==> config.mk <==
export PLATFORM = sky130hd
export DESIGN_NAME = phy_rx_sync_ctrl_flat
export DESIGN_NICKNAME = d
export VERILOG_FILES = /design/src/rtl/phy_rx_sync_ctrl_pkg.sv /design/src/rtl/phy_rx_sync_ctrl_if.sv /design/src/rtl/phy_rx_sync_ctrl_ctr.sv /design/src/rtl/phy_rx_sync_ctrl.sv /design/src/flat_wrapper.sv
export SDC_FILE = /design/constraint.sdc
export NUM_CORES = 1
export LEC_CHECK = 0
export CELL_PAD_IN_SITES_DETAIL_PLACEMENT = 1
export CELL_PAD_IN_SITES_GLOBAL_PLACEMENT = 1
export CORE_UTILIZATION = 42
export CTS_CLUSTER_DIAMETER = 120
export CTS_CLUSTER_SIZE = 25
export DETAILED_ROUTE_END_ITERATION = 10
export PLACE_DENSITY = 0.78
export SLEW_MARGIN = 20
export SYNTH_ARGS = -nofsm -noshare
export SYNTH_HDL_FRONTEND = slang
export SYNTH_SLANG_ARGS = --single-unit
export TNS_END_PERCENT = 50
==> constraint.sdc <==
create_clock -name clk_4f -period 2.9 [get_ports clk_4f]
set_input_delay 0.58 -clock clk_4f [delete_from_list [all_inputs] [get_ports clk_4f]]
set_output_delay 0.58 -clock clk_4f [all_outputs]
set_load 0.005 [all_outputs]
==> src/rtl/phy_rx_sync_ctrl_pkg.sv <==
// Shared definitions for the PHY receive synchronisation controller.
// Holds the comma symbol, the state encoding, the debug state width and a
// counter-width helper.
package phy_rx_sync_ctrl_pkg;

  localparam logic [7:0]  COMMA   = 8'hBC;
  localparam int unsigned STATE_W = 2;
  localparam int unsigned SLIP_W  = 3;

  // Encoding 3 is illegal; the FSM recovers from it to HUNT.
  typedef enum logic [STATE_W-1:0] {
    HUNT    = 2'd0,
    CONFIRM = 2'd1,
    SYNC    = 2'd2
  } state_e;

  // Width needed to hold 0..n, never narrower than one bit.
  function automatic int unsigned cnt_w(input int unsigned n);
    return (n < 1) ? 1 : $clog2(n + 1);
  endfunction

endpackage

==> src/rtl/phy_rx_sync_ctrl_if.sv <==
// Byte bus between deserializer/link layer and the sync controller.
// master : byte source and output consumer (deserializer + link layer side)
// slave  : the sync controller
//   byte_in/byte_stb        : incoming byte and its strobe
//   data_out/valid_out      : forwarded data byte and one-cycle qualifier
//   active                  : link in SYNC
//   bit_slip/slip_cnt       : slip command pulse and wrapping slip count
//   sync_lost               : pulse on SYNC->HUNT
//   state_o                 : debug view of FSM state
interface phy_rx_sync_ctrl_if;
  import phy_rx_sync_ctrl_pkg::*;

  logic [7:0]         byte_in;
  logic               byte_stb;
  logic [7:0]         data_out;
  logic               valid_out;
  logic               active;
  logic               bit_slip;
  logic [SLIP_W-1:0]  slip_cnt;
  logic               sync_lost;
  logic [STATE_W-1:0] state_o;

  modport master (
    output byte_in, byte_stb,
    input  data_out, valid_out, active, bit_slip, slip_cnt, sync_lost, state_o
  );

  modport slave (
    input  byte_in, byte_stb,
    output data_out, valid_out, active, bit_slip, slip_cnt, sync_lost, state_o
  );

endinterface

==> src/rtl/phy_rx_sync_ctrl_ctr.sv <==
// phy_ctr: saturating counter with clear, load, increment and decrement.
// Ports: clk, rst_n (async, active-low), clr, load/load_val, inc, dec,
//        tc (count equals the TC parameter).
// Priority: clr > load > inc > dec.
module phy_ctr #(
  parameter int unsigned W  = 4,
  parameter int unsigned TC = 1
) (
  input  logic         clk,
  input  logic         rst_n,
  input  logic         clr,
  input  logic         load,
  input  logic [W-1:0] load_val,
  input  logic         inc,
  input  logic         dec,
  output logic         tc
);

  logic [W-1:0] cnt;

  // Count register; saturates at both ends.
  always_ff @(posedge clk or negedge rst_n) begin
    if (!rst_n) begin
      cnt <= '0;
    end else if (clr) begin
      cnt <= '0;
    end else if (load) begin
      cnt <= load_val;
    end else if (inc && (cnt != {W{1'b1}})) begin
      cnt <= cnt + W'(1);
    end else if (dec && (cnt != '0)) begin
      cnt <= cnt - W'(1);
    end
  end

  assign tc = (cnt == W'(TC));

endmodule

==> src/rtl/phy_rx_sync_ctrl.sv <==
// Receive synchronisation controller: hunts for commas, commands bit slips,
// confirms N_SYNC consecutive commas, then forwards non-comma bytes until
// MAX_GAP bytes pass without a comma.
// Ports: clk_4f (byte clock), reset_L (async, active-low), en (0 holds HUNT),
//        rx (slave side of phy_rx_sync_ctrl_if; all outputs registered).
module phy_rx_sync_ctrl
  import phy_rx_sync_ctrl_pkg::*;
#(
  parameter int unsigned N_SYNC      = 4,
  parameter int unsigned SLIP_WINDOW = 16,
  parameter int unsigned BLANK       = 2,
  parameter int unsigned MAX_GAP     = 64
) (
  input  logic               clk_4f,
  input  logic               reset_L,
  input  logic               en,
  phy_rx_sync_ctrl_if.slave  rx
);

  localparam int unsigned WIN_W = cnt_w(SLIP_WINDOW);
  localparam int unsigned BC_W  = cnt_w(N_SYNC);
  localparam int unsigned GAP_W = cnt_w(MAX_GAP);
  localparam int unsigned BLK_W = cnt_w(BLANK);

  state_e            state_q, state_nxt;
  logic [7:0]        data_q, data_nxt;
  logic              valid_q, valid_nxt;
  logic              slip_q, slip_nxt;
  logic [SLIP_W-1:0] slip_cnt_q, slip_cnt_nxt;
  logic              lost_q, lost_nxt;
  logic              active_q, active_nxt;

  logic win_clr, win_inc, win_tc;
  logic bc_clr, bc_inc, bc_tc;
  logic gap_clr, gap_inc, gap_tc;
  logic blk_clr, blk_load, blk_dec, blk_zero;

  logic stb, comma;
  assign stb   = rx.byte_stb;
  assign comma = (rx.byte_in == COMMA);

  // Terminal counts fire one below the limit so the decision is taken on the
  // strobe that would bring the count to the limit.
  phy_ctr #(.W(WIN_W), .TC(SLIP_WINDOW - 1)) u_win (
    .clk(clk_4f), .rst_n(reset_L), .clr(win_clr), .load(1'b0),
    .load_val('0), .inc(win_inc), .dec(1'b0), .tc(win_tc)
  );

  phy_ctr #(.W(BC_W), .TC(N_SYNC - 1)) u_bc (
    .clk(clk_4f), .rst_n(reset_L), .clr(bc_clr), .load(1'b0),
    .load_val('0), .inc(bc_inc), .dec(1'b0), .tc(bc_tc)
  );

  phy_ctr #(.W(GAP_W), .TC(MAX_GAP - 1)) u_gap (
    .clk(clk_4f), .rst_n(reset_L), .clr(gap_clr), .load(1'b0),
    .load_val('0), .inc(gap_inc), .dec(1'b0), .tc(gap_tc)
  );

  // Blank counter loads BLANK on a slip and counts down; tc means idle.
  phy_ctr #(.W(BLK_W), .TC(0)) u_blk (
    .clk(clk_4f), .rst_n(reset_L), .clr(blk_clr), .load(blk_load),
    .load_val(BLK_W'(BLANK)), .inc(1'b0), .dec(blk_dec), .tc(blk_zero)
  );

  // Next-state, counter control and output decode.
  always_comb begin
    state_nxt    = state_q;
    data_nxt     = data_q;
    valid_nxt    = 1'b0;
    slip_nxt     = 1'b0;
    slip_cnt_nxt = slip_cnt_q;
    lost_nxt     = 1'b0;
    win_clr      = 1'b0;
    win_inc      = 1'b0;
    bc_clr       = 1'b0;
    bc_inc       = 1'b0;
    gap_clr      = 1'b0;
    gap_inc      = 1'b0;
    blk_clr      = 1'b0;
    blk_load     = 1'b0;
    blk_dec      = 1'b0;

    if (!en) begin
      state_nxt = HUNT;
      lost_nxt  = (state_q == SYNC);
      win_clr   = 1'b1;
      bc_clr    = 1'b1;
      gap_clr   = 1'b1;
      blk_clr   = 1'b1;
    end else begin
      case (state_q)
        HUNT: begin
          if (stb) begin
            if (!blk_zero) begin
              blk_dec = 1'b1;
            end else if (comma) begin
              win_clr   = 1'b1;
              bc_inc    = 1'b1;
              state_nxt = (N_SYNC == 1) ? SYNC : CONFIRM;
            end else if (win_tc) begin
              win_clr      = 1'b1;
              slip_nxt     = 1'b1;
              slip_cnt_nxt = slip_cnt_q + SLIP_W'(1);
              blk_load     = 1'b1;
            end else begin
              win_inc = 1'b1;
            end
          end
        end
        CONFIRM: begin
          if (stb) begin
            if (comma) begin
              bc_inc = 1'b1;
              if (bc_tc) state_nxt = SYNC;
            end else begin
              state_nxt = HUNT;
              bc_clr    = 1'b1;
              win_clr   = 1'b1;
            end
          end
        end
        SYNC: begin
          if (stb) begin
            if (comma) begin
              gap_clr = 1'b1;
            end else if (gap_tc) begin
              state_nxt = HUNT;
              lost_nxt  = 1'b1;
              win_clr   = 1'b1;
              bc_clr    = 1'b1;
              gap_clr   = 1'b1;
              blk_clr   = 1'b1;
            end else begin
              gap_inc   = 1'b1;
              valid_nxt = 1'b1;
              data_nxt  = rx.byte_in;
            end
          end
        end
        default: begin
          state_nxt = HUNT;
          win_clr   = 1'b1;
          bc_clr    = 1'b1;
          gap_clr   = 1'b1;
          blk_clr   = 1'b1;
        end
      endcase
    end

    active_nxt = (state_nxt == SYNC);
  end

  // State and output registers.
  always_ff @(posedge clk_4f or negedge reset_L) begin
    if (!reset_L) begin
      state_q    <= HUNT;
      data_q     <= '0;
      valid_q    <= 1'b0;
      slip_q     <= 1'b0;
      slip_cnt_q <= '0;
      lost_q     <= 1'b0;
      active_q   <= 1'b0;
    end else begin
      state_q    <= state_nxt;
      data_q     <= data_nxt;
      valid_q    <= valid_nxt;
      slip_q     <= slip_nxt;
      slip_cnt_q <= slip_cnt_nxt;
      lost_q     <= lost_nxt;
      active_q   <= active_nxt;
    end
  end

  assign rx.data_out  = data_q;
  assign rx.valid_out = valid_q;
  assign rx.bit_slip  = slip_q;
  assign rx.slip_cnt  = slip_cnt_q;
  assign rx.sync_lost = lost_q;
  assign rx.active    = active_q;
  assign rx.state_o   = state_q;

endmodule

==> src/flat_wrapper.sv <==
// flat-port wrapper written by rule: the top's interface ports become plain ports
module phy_rx_sync_ctrl_flat import phy_rx_sync_ctrl_pkg::*;
#(
  parameter int unsigned N_SYNC      = 4,
  parameter int unsigned SLIP_WINDOW = 16,
  parameter int unsigned BLANK       = 2,
  parameter int unsigned MAX_GAP     = 64
)
  (clk_4f, reset_L, en, rx_byte_in, rx_byte_stb, rx_data_out, rx_valid_out, rx_active, rx_bit_slip, rx_slip_cnt, rx_sync_lost, rx_state_o);
  phy_rx_sync_ctrl_if rx_i ();
  input  logic clk_4f;
  input  logic reset_L;
  input  logic en;
  input wire logic [$bits(rx_i.byte_in)-1:0] rx_byte_in;
  input wire logic [$bits(rx_i.byte_stb)-1:0] rx_byte_stb;
  output wire logic [$bits(rx_i.data_out)-1:0] rx_data_out;
  output wire logic [$bits(rx_i.valid_out)-1:0] rx_valid_out;
  output wire logic [$bits(rx_i.active)-1:0] rx_active;
  output wire logic [$bits(rx_i.bit_slip)-1:0] rx_bit_slip;
  output wire logic [$bits(rx_i.slip_cnt)-1:0] rx_slip_cnt;
  output wire logic [$bits(rx_i.sync_lost)-1:0] rx_sync_lost;
  output wire logic [$bits(rx_i.state_o)-1:0] rx_state_o;
  assign rx_i.byte_in = rx_byte_in;
  assign rx_i.byte_stb = rx_byte_stb;
  assign rx_data_out = rx_i.data_out;
  assign rx_valid_out = rx_i.valid_out;
  assign rx_active = rx_i.active;
  assign rx_bit_slip = rx_i.bit_slip;
  assign rx_slip_cnt = rx_i.slip_cnt;
  assign rx_sync_lost = rx_i.sync_lost;
  assign rx_state_o = rx_i.state_o;
  phy_rx_sync_ctrl #(.N_SYNC(N_SYNC), .SLIP_WINDOW(SLIP_WINDOW), .BLANK(BLANK), .MAX_GAP(MAX_GAP)) u_core (.clk_4f(clk_4f), .reset_L(reset_L), .en(en), .rx(rx_i));
endmodule
==> flow_metrics.py, run 1 <==
metrics = {
    "global_route": {
        "grt_max_degree": 35,
        "globalRoute.totalOverflow": 0,
        "grt_pass1_vias": 1512,
        "antenna_found_initial": 0,
        "grt_pass1_wl_um": 7141,
        "grt_usage_pct": 21.59,
    },
    "routing": {
        "firstDrtPassIters": 4,
        "drt-wirelength-per-cell_um": 18.15,
        "remaining_drc_errors": 0,
        "drtIter0Drc": 33,
        "ant_nets": 0,
        "wirelength_um": 4319,
        "num_vias": 1365,
        "viasPerCell": 5.735,
    },
    "cells_and_area": {
        "multi_input_area_sq_um": 907.1,
        "n_antenna_cell": 0,
        "nNetsFinal": 209,
        "final_util_pct": 54.64,
        "seq_area_sq_um": 850.8,
        "fillers": 440,
        "syn2layout_area_growth_pct": 22.55,
        "stdcell_count": 238,
        "drive_gt1_share_pct": 13.83,
    },
    "sta": {
        "setup_viol": 0,
        "slew_headroom_pct": 61.89,
        "drv_slew": 0,
        "period_minus_slack_ns": 2.293,
        "hold_viol_final": 0,
        "period_share_pct": 79.06,
        "rsz0062_at_grt": "no",
        "tns_ns": 0,
        "fmax_ghz": 0.4362,
        "timing.hold.ws_ns": 0.4941,
        "worstMarginPinSlew_ns": 0.5696,
        "fin_worst_skew_ns": 0.006666,
    },
    "placed_design": {
        "place_congestion": 0.7625,
        "place_inst": 231,
        "io_buffers": 28,
        "hpwlAfterDp_um": 3212,
    },
    "power": {
        "p_per_area_nw_per_um2": 385.5,
        "peakVddDrop_mv": 0.2180,
        "leakage_nw": 0.9790,
    },
    "yosys": {
        "synth_area_per_cell_sq_um": 11.67,
        "async_flop_share_pct": 100.0,
        "yosysSeqAreaShare_pct": 47.03,
        "synth_edf_count": 0,
        "yosysUniqueCellTypes": 49,
        "syn_area_sq_um": 1809,
        "ys.flop_type": "dfrtp_1",
        "syn_inst": 155,
        "synthTopCellsByArea": "dfrtp_1, ha_1, mux2_2",
        "yosysTopAreaCell": "dfrtp_1",
        "yosysTopAreaCellShare_pct": 47.03,
        "synth_seq_cells": 34,
        "yosysWarnings": 0,
        "synth_fp_nets": 176,
    },
    "worst_setup_path": {
        "start_kind": "input pin",
        "crit_buf_inv": 1,
        "r2r_start": "u_core.u_win.cnt[0]",
        "r2r_setup_slack_ns": 0.65,
        "crit_path_max_incr_delay_ns": 0.76,
        "cp_cell_sequence": "clkdlybuf4s50_1, o2111ai_4, or4_1, a211oi_1",
        "crit_path_end_kind": "flip-flop",
        "cp_top_family": "buffers and inverters",
        "path_max_fanout": 13,
        "cp.required_ns": 3.09,
        "path_class": "input pin to flip-flop",
        "crit_arrival_ns": 2.49,
        "worst_path_max_delay_cell": "clkdlybuf4s50_1",
        "worstSetupStartpoint": "rx_byte_stb",
    },
    "clocking": {
        "worst_skew_pair.late_latency_ns": 0.28,
        "clk_pin_slew_ns": 0.07,
        "post_cts_buffers": 0,
        "cts_tree": "yes",
        "numCtsBuffers": 5,
        "cts_root_buffer": "clkbuf_8",
        "ctsHoldBuffers": 0,
        "clock_path_buffers": 2,
        "cts_resized": 0,
        "cts.sink_count": 34,
        "cts_htree_levels": 2,
    },
    "flow_run": {
        "max_cap_violations": 0,
    },
    "status": {
        "status": "finished clean",
    },
    "floorplanning": {
        "start_util_pct": 44.59,
        "die_w_um": 67.64,
        "fp.dieH_um": 67.64,
        "ioPinCount": 29,
        "die_area_sq_um": 4574,
        "core-area_sq_um": 4058,
        "rows": 23,
    },
    "min_path": {
        "worstHoldPathType": "flip-flop to flip-flop",
        "hp-start": "u_core.rx.data_out[6]",
    },
}
==> sequential cells by signal, summed over array words and instances, names as in the netlist <==
signal / count
u_core.rx.active: 1
u_core.rx.data_out: 8
u_core.u_gap.cnt: 7
u_core.rx.bit_slip: 1
u_core.rx.sync_lost: 1
u_core.u_bc.cnt: 3
u_core.u_win.cnt: 5
u_core.rx.slip_cnt: 3
u_core.rx.state_o: 2
u_core.rx.valid_out: 1
u_core.u_blk.cnt: 2
==> metal layers <==
layer	up-vias	global-route usage, %	routed length (um)
li1	647	-	-
met1	685	24.12	1854
met2	27	38.86	2241
met3	6	4.561	161
met4	0	9.574	61
met5	-	0	0
==> layout make-up <==
type,count,area share (%)
inverters,6,1.016
well taps,50,2.822
multi-input cells,111,40.91
clock buffers,5,3.104
flip-flops and latches,34,38.37
clock inverters,2,0.4515
repair buffers,30,13.32
==> cells in the mapped netlist (4+ instances only) <==
cell,number
a211oi_1,9
and3_1,4
dfrtp_1,34
ha_1,9
inv_1,6
mux2_2,7
nand2_1,5
nor2_1,5
nor3_1,5
o21ai_0,5
o31ai_1,5
or3_1,6
==> kinds of logic after synthesis <==
kind of cell    after synthesis  synth area share, %
simple gates                 48                17.91
compound gates               36                15.70
flops                        34                47.03
mux                          13                7.884
buf+inv                      10                2.835
fa+ha+maj                     9                6.224
xor+xnor                      5                2.421
==> stage by stage <==
step / setup slack (ns) / area, sq um / total power (W)
floorplan: 0.8656 / 1809 / 0.0005040
global placement: 0.4231 / 2138 / 0.0005362
detailed placement: 0.3262 / 2138 / 0.0005392
CTS: 0.6184 / 2217 / 0.0008676
global route: 0.5019 / 2217 / 0.0008873
finish: 0.6074 / 2217 / 0.0008547
==> path summary, 6_finish.rpt <==
check / end / depth (start not counted)
worst min register to register: u_core.rx.data_out[6] / 1
max in group asynchronous: u_core.rx.slip_cnt[1] / 2
worst max register to register: u_core.u_win.cnt[3] / 7
worst max-delay path: u_core.u_gap.cnt[5] / 4
min in group asynchronous: u_core.u_gap.cnt[3] / 2
worst min-delay path: u_core.rx.data_out[6] / 1
==> placed cells by master (no fill, tap or decap), drive strengths merged, types with 3 or more instances in the layout <==
| cell type | n |
|---|---|
| o211ai | 3 |
| clkbuf | 5 |
| a211oi | 9 |
| nand3 | 3 |
| nand2 | 5 |
| mux2i | 3 |
| nor3b | 3 |
| or3 | 6 |
| mux2 | 10 |
| nor3 | 5 |
| o21ai | 6 |
| nor2 | 6 |
| inv | 6 |
| and3 | 4 |
| a21oi | 3 |
| o31ai | 5 |
| dfrtp | 34 |
| xnor2 | 3 |
| ha | 9 |
| clkdlybuf4s50 | 28 |
==> power by group <==
group	switching, W	internal, W	leakage [nW]	total (W)
Clock	0.000164	0.000161	0.0438	0.000325
Sequential	0.00000175	0.000476	0.474	0.000478
Combinational	0.0000301	0.0000217	0.461	0.0000518
Total	0.000196	0.000659	0.979	0.000855
Power figures use the tool's default switching activity.
==> run 2: changes to the inputs <==
CORE_UTILIZATION = 38   (was 42)
PLACE_DENSITY = 0.74   (was 0.78)
clock period = 2 ns   (was 2.9 ns; I/O delays follow)
==> run 2 against run 1 <==
Against the previous run:
- the run now ends with DRC left
- largest cell class unchanged
- total power is 54% higher
- critical endpoint is now u_core.u_win.cnt[3]
- via count is 4.0% higher
- worst hold slack worse by 0.027 ns
- critical path type is now flip-flop to flip-flop
- global-route usage shrank 2.7 points
- sequential share of layout area decreased by 3.4 points
- count of clock-buffer cells in the layout is 2 higher
==> flow_metrics.py, run 2 (synthesis gave the netlist of run 1 again) <==
metrics = {
    "sta": {
        "rsz0062_at_grt": "yes",
        "period_share_pct": 99.61,
        "setup_viol": 0,
        "slew_headroom_pct": 63.85,
        "fmax_ghz": 0.5020,
        "hold_viol_final": 0,
        "period_minus_slack_ns": 1.992,
        "drv_slew": 0,
        "fin_worst_skew_ns": 0.005404,
        "worstMarginPinSlew_ns": 0.5381,
    },
    "cells_and_area": {
        "multi_input_area_sq_um": 989.7,
        "nNetsFinal": 225,
        "n_antenna_cell": 0,
        "fillers": 471,
        "final_util_pct": 54.42,
        "fin_area_sq_um": 2435,
        "mostFrequentLayoutCells": "dfrtp_1, clkdlybuf4s50_1, buf_4",
        "drive_gt1_share_pct": 26.34,
        "final_common_cell": "dfrtp_1",
        "largest_reg_flops": 8,
        "syn2layout_area_growth_pct": 34.58,
        "seq_area_sq_um": 850.8,
    },
    "worst_setup_path": {
        "cp.required_ns": 2.21,
        "r2r_start": "u_core.u_win.cnt[1]",
        "r2r_setup_slack_ns": 0.008,
        "path_max_fanout": 6,
        "path_class": "flip-flop to flip-flop",
        "crit_path_end": "u_core.u_win.cnt[3]",
        "crit_arrival_ns": 2.20,
        "r2r-end": "u_core.u_win.cnt[3]",
        "start_kind": "flip-flop",
        "worstSetupStartpoint": "u_core.u_win.cnt[1]",
        "worst_r2r_path_depth": 7,
        "crit_path_end_kind": "flip-flop",
    },
    "floorplanning": {
        "rows": 24,
        "start_util_pct": 40.44,
        "ioPinCount": 29,
        "die_area_sq_um": 5041,
        "die_w_um": 71,
        "fp.dieH_um": 71,
        "core-area_sq_um": 4474,
    },
    "clocking": {
        "worst_skew_pair.late_latency_ns": 0.29,
        "clk_pin_slew_ns": 0.07,
        "cts_htree_levels": 2,
        "numCtsBuffers": 5,
        "cts_tree": "yes",
        "cts_root_buffer": "clkbuf_8",
        "clock_path_buffers": 2,
        "ctsHoldBuffers": 0,
        "cts.sink_count": 34,
    },
    "placed_design": {
        "place_area_sq_um": 2246,
        "io_buffers": 28,
        "hpwlAfterDp_um": 3097,
        "place_congestion": 0.8203,
    },
    "status": {
        "status": "finished, violations left",
        "violations": "DRC",
    },
    "routing": {
        "ant_nets": 0,
        "viasPerCell": 5.521,
        "drt-wirelength-per-cell_um": 16.54,
        "num_vias": 1419,
        "firstDrtPassIters": 7,
        "drtIter0Drc": 37,
        "remaining_drc_errors": 6,
        "wirelength_um": 4252,
    },
    "global_route": {
        "grt_max_degree": 35,
        "grt_pass1_wl_um": 7341,
        "grt_pass1_vias": 1523,
        "globalRoute.totalOverflow": 0,
        "grt_usage_pct": 18.87,
        "antenna_found_initial": 0,
    },
    "power": {
        "p_per_area_nw_per_um2": 540.5,
        "power_frac_seq_pct": 52.6,
        "pwr-share-comb_pct": 7.5,
        "p_int_w": 0.001015,
        "clkPwrFrac_pct": 39.9,
        "leakage_nw": 1.067,
        "p_sw_share_pct": 22.87,
        "power.switching_w": 0.0003010,
        "peakVddDrop_mv": 0.4094,
    },
    "min_path": {
        "worstHoldPathType": "flip-flop to flip-flop",
    },
    "flow_run": {
        "max_cap_violations": 0,
    },
}
[run 2: cell count changes in the layout (fill, tap and decap cells not counted), moves of 2 or more]
cell and change:
a211oi_2 +3, ha_1 -3, buf_4 +16, ha_2 +2
a211oi_1 -3
[run 2: worst min-delay path by stage]
stage                           from               endpoint  slack (ns)  depth (start not counted)
2_1_floorplan                reset_L       u_core.rx.active        0.10                          0
3_3_place_gp   u_core.rx.slip_cnt[2]  u_core.rx.slip_cnt[2]        0.46                          1
3_5_place_dp   u_core.rx.slip_cnt[2]  u_core.rx.slip_cnt[2]        0.46                          1
4_1_cts        u_core.rx.slip_cnt[2]  u_core.rx.slip_cnt[2]        0.47                          1
5_1_grt        u_core.rx.slip_cnt[2]  u_core.rx.slip_cnt[2]        0.52                          1
6_report       u_core.rx.slip_cnt[2]  u_core.rx.slip_cnt[2]        0.47                          1
[run 2: worst max-delay path, stage by stage (launching register included)]
cell and delay (ns):
dfrtp_1 0.39, ha_2 0.19, and3_4 0.19, ha_4 0.15
and4bb_1 0.31, o211ai_4 0.12, or3_1 0.39, a211oi_2 0.18
[run 2: through the flow]
| stage | worst slack, ns | hold slack, ns | TNS, ns | total power, W | cells |
|---|---|---|---|---|---|
| 3_3_place_gp | -0.1892 | 0.4598 | -2.397 | 0.0007894 | 247 |
| 6_report | 0.007771 | 0.4674 | 0 | 0.001316 | 257 |
| 2_1_floorplan | 0.004790 | 0.1044 | 0 | 0.0007309 | 155 |
| 4_1_cts | -0.0009066 | 0.4749 | -0.0009066 | 0.001334 | 257 |
| 3_5_place_dp | -0.2424 | 0.4610 | -3.135 | 0.0007931 | 247 |
| 5_1_grt | -0.07488 | 0.5237 | -0.1945 | 0.001372 | 257 |
[run 2: power groups by stage]
stage / logic [W] / clock network, W / registers (W)
floorplan: 0.0000256 / 0 / 0.000705
global placement: 0.0000850 / 0 / 0.000704
detailed placement: 0.0000883 / 0 / 0.000705
CTS: 0.0000963 / 0.000546 / 0.000691
global route: 0.000107 / 0.000573 / 0.000692
finish: 0.0000990 / 0.000525 / 0.000692
[run 2: routing by layer]
| layer | share of wire, % | GRT usage [%] |
|---|---|---|
| met1 | 46 | 22.84 |
| met2 | 48 | 31.94 |
| met3 | 4.2 | 4.416 |
| met4 | 1.6 | 8.667 |
| met5 | 0 | 0 |
[run 2: repair_timing]
action                                  in CTS  in global routing
buffers inserted                             2                  0
pin swaps                                    6                  0
endpoints found under the setup margin       4                  7
resized for setup                           11                  3
[run 2: final cells by class]
class	count	share of cell area, %
clock buffers	7	3.546
clock inverters	1	0.2055
inverters	6	0.9250
multi-input cells	111	40.65
flip-flops and latches	34	34.94
well taps	52	2.672
repair buffers	46	17.06
==> run 3: changes to the inputs <==
CORE_MARGIN = 3   (was not set)
CTS_CLUSTER_DIAMETER = 60   (was 120)
==> run 3 against run 2 <==
Against the previous run:
- register-to-register slack lost 0.08 ns
- clock skew shrank 0.00053 ns
- sequential share of layout area shrank 0.62 points
- worst hold slack gained 0.0057 ns
- non-clock buffer count grew 2
- global-route usage shrank 1.4 points
- via count grew 2.0%
- the run ends with setup timing left
- worst setup slack lost 0.076 ns
- core utilization grew 0.98 points
- clock power grew 17%
==> flow_metrics.py, run 3 (synthesis gave the netlist of run 1 again) <==
metrics = {
    "worst_setup_path": {
        "r2r-end": "u_core.u_win.cnt[3]",
        "crit_arrival_ns": 2.27,
        "cp.required_ns": 2.20,
        "path_max_fanout": 6,
        "crit_path_end_kind": "flip-flop",
        "start_kind": "flip-flop",
        "r2r_setup_slack_ns": -0.07,
        "path_class": "flip-flop to flip-flop",
        "worst_r2r_path_depth": 8,
        "r2r_start": "u_core.u_win.cnt[1]",
    },
    "placed_design": {
        "io_buffers": 28,
        "pre_cts_ws_ns": -0.3456,
        "hpwlAfterDp_um": 3290,
        "place_congestion": 0.8332,
    },
    "sta": {
        "slew_headroom_pct": 71.46,
        "worstMarginPinSlew_ns": 0.4281,
        "hold_viol_final": 0,
        "rsz0062_at_grt": "yes",
        "setup_viol": 3,
        "fin_ws_ns": -0.06844,
        "drv_slew": 0,
        "fmax_ghz": 0.4835,
        "period_minus_slack_ns": 2.068,
        "period_share_pct": 103.4,
        "fin_worst_skew_ns": 0.004870,
    },
    "clocking": {
        "cts_root_buffer": "clkbuf_8",
        "numCtsBuffers": 5,
        "clock_path_buffers": 2,
        "clk_pin_slew_ns": 0.07,
        "cts.sink_count": 34,
        "worst_skew_pair.late_latency_ns": 0.28,
        "cts_htree_levels": 2,
        "cts_tree": "yes",
        "ctsHoldBuffers": 0,
    },
    "cells_and_area": {
        "final_util_pct": 55.40,
        "mostFrequentLayoutCells": "dfrtp_1, clkdlybuf4s50_1, buf_4",
        "final_common_cell": "dfrtp_1",
        "drive_gt1_share_pct": 28.50,
        "n_antenna_cell": 0,
        "nNetsFinal": 227,
        "fillers": 475,
        "syn2layout_area_growth_pct": 37.00,
        "largest_reg_flops": 8,
    },
    "routing": {
        "drtIter0Drc": 68,
        "remaining_drc_errors": 0,
        "num_vias": 1448,
        "viasPerCell": 5.591,
        "wirelength_um": 4577,
        "drt-wirelength-per-cell_um": 17.67,
        "ant_nets": 0,
        "firstDrtPassIters": 4,
    },
    "global_route": {
        "antenna_found_initial": 0,
        "grt_pass1_wl_um": 7458,
        "grt_max_degree": 35,
        "globalRoute.totalOverflow": 0,
        "grt_pass1_vias": 1494,
        "grt_usage_pct": 17.51,
    },
    "floorplanning": {
        "ioPinCount": 29,
        "die_area_sq_um": 5625,
        "core-area_sq_um": 4474,
        "start_util_pct": 40.44,
        "rows": 24,
        "die_w_um": 75,
        "fp.dieH_um": 75,
    },
    "status": {
        "violations": "setup timing",
        "status": "finished, violations left",
    },
    "min_path": {
        "worst_hold_path.num_cells": 1,
        "hold_end": "u_core.rx.slip_cnt[2]",
        "hp-start": "u_core.rx.slip_cnt[2]",
        "worstHoldPathType": "flip-flop to flip-flop",
    },
    "flow_run": {
        "max_cap_violations": 0,
    },
    "power": {
        "p_per_area_nw_per_um2": 569.9,
        "leakage_nw": 1.093,
        "peakVddDrop_mv": 0.2467,
    },
}
==> run 3: cell count changes in the layout (fill, tap and decap cells not counted), sizes merged <==
cell,delta
buf,+2
bufinv,+1
clkbuf,-2
clkinv,+1
==> run 3: worst max-delay path, stage by stage (launching register included) <==
cell,delay (ns)
dfrtp_1,0.39
ha_2,0.19
and3_4,0.19
ha_4,0.16
and4bb_1,0.27
o211ai_2,0.11
buf_6,0.15
or3_4,0.33
a211oi_2,0.19
==> run 3: per-layer routing <==
layer  routed length (um)  up-vias  GRT usage [%]
met5                    0        -              0
met1                 1985      729          22.02
met2                 2337       33          29.50
li1                     -      680              -
met4                   44        0          5.534
met3                  209        6          4.406
==> run 3: how the worst max path moves through the flow <==
stage / from / to / depth (start not counted)
floorplan: u_core.u_win.cnt[0] / u_core.u_win.cnt[3] / 7
global placement: rx_byte_in[4] / u_core.u_bc.cnt[1] / 7
detailed placement: rx_byte_in[4] / u_core.u_bc.cnt[2] / 7
CTS: u_core.u_win.cnt[1] / u_core.u_win.cnt[3] / 8
global route: u_core.u_win.cnt[1] / u_core.u_win.cnt[3] / 8
finish: u_core.u_win.cnt[1] / u_core.u_win.cnt[3] / 8
==> run 3: metrics by stage <==
step | std cells | power [W] | setup TNS, ns | cell area, sq um | hold WS, ns
final | 259 | 0.001413 | -0.1335 | 2479 | 0.4732
after CTS | 258 | 0.001421 | -0.08787 | 2436 | 0.4743
after global placement | 246 | 0.0007897 | -2.726 | 2238 | 0.4573
after global routing | 259 | 0.001460 | -0.3997 | 2479 | 0.4895
after detailed placement | 246 | 0.0007948 | -4.837 | 2238 | 0.4643
after floorplan | 155 | 0.0007309 | 0 | 1809 | 0.1044
==> run 3: layout make-up <==
type	count	area (sq um)	area share, %
clock buffers	5	68.82	2.776
clock inverters	3	40.04	1.615
inverters	6	22.52	0.9086
multi-input cells	111	997.2	40.23
flip-flops and latches	34	850.8	34.33
well taps	52	65.06	2.625
repair buffers	48	434.2	17.52
==> run 3: repair_timing <==
item / in CTS / in global routing
buffers inserted: 4 / 1
gates resized for setup: 12 / 5
endpoints found under the setup margin: 3 / 24
pin swaps: 4 / 0
gates cloned: 0 / 0
==> run 3: where the power goes <==
part           leakage [nW]  switching (W)  internal, W
Clock                0.0579       0.000249     0.000366
Sequential            0.474     0.00000170     0.000690
Combinational         0.560      0.0000530    0.0000525
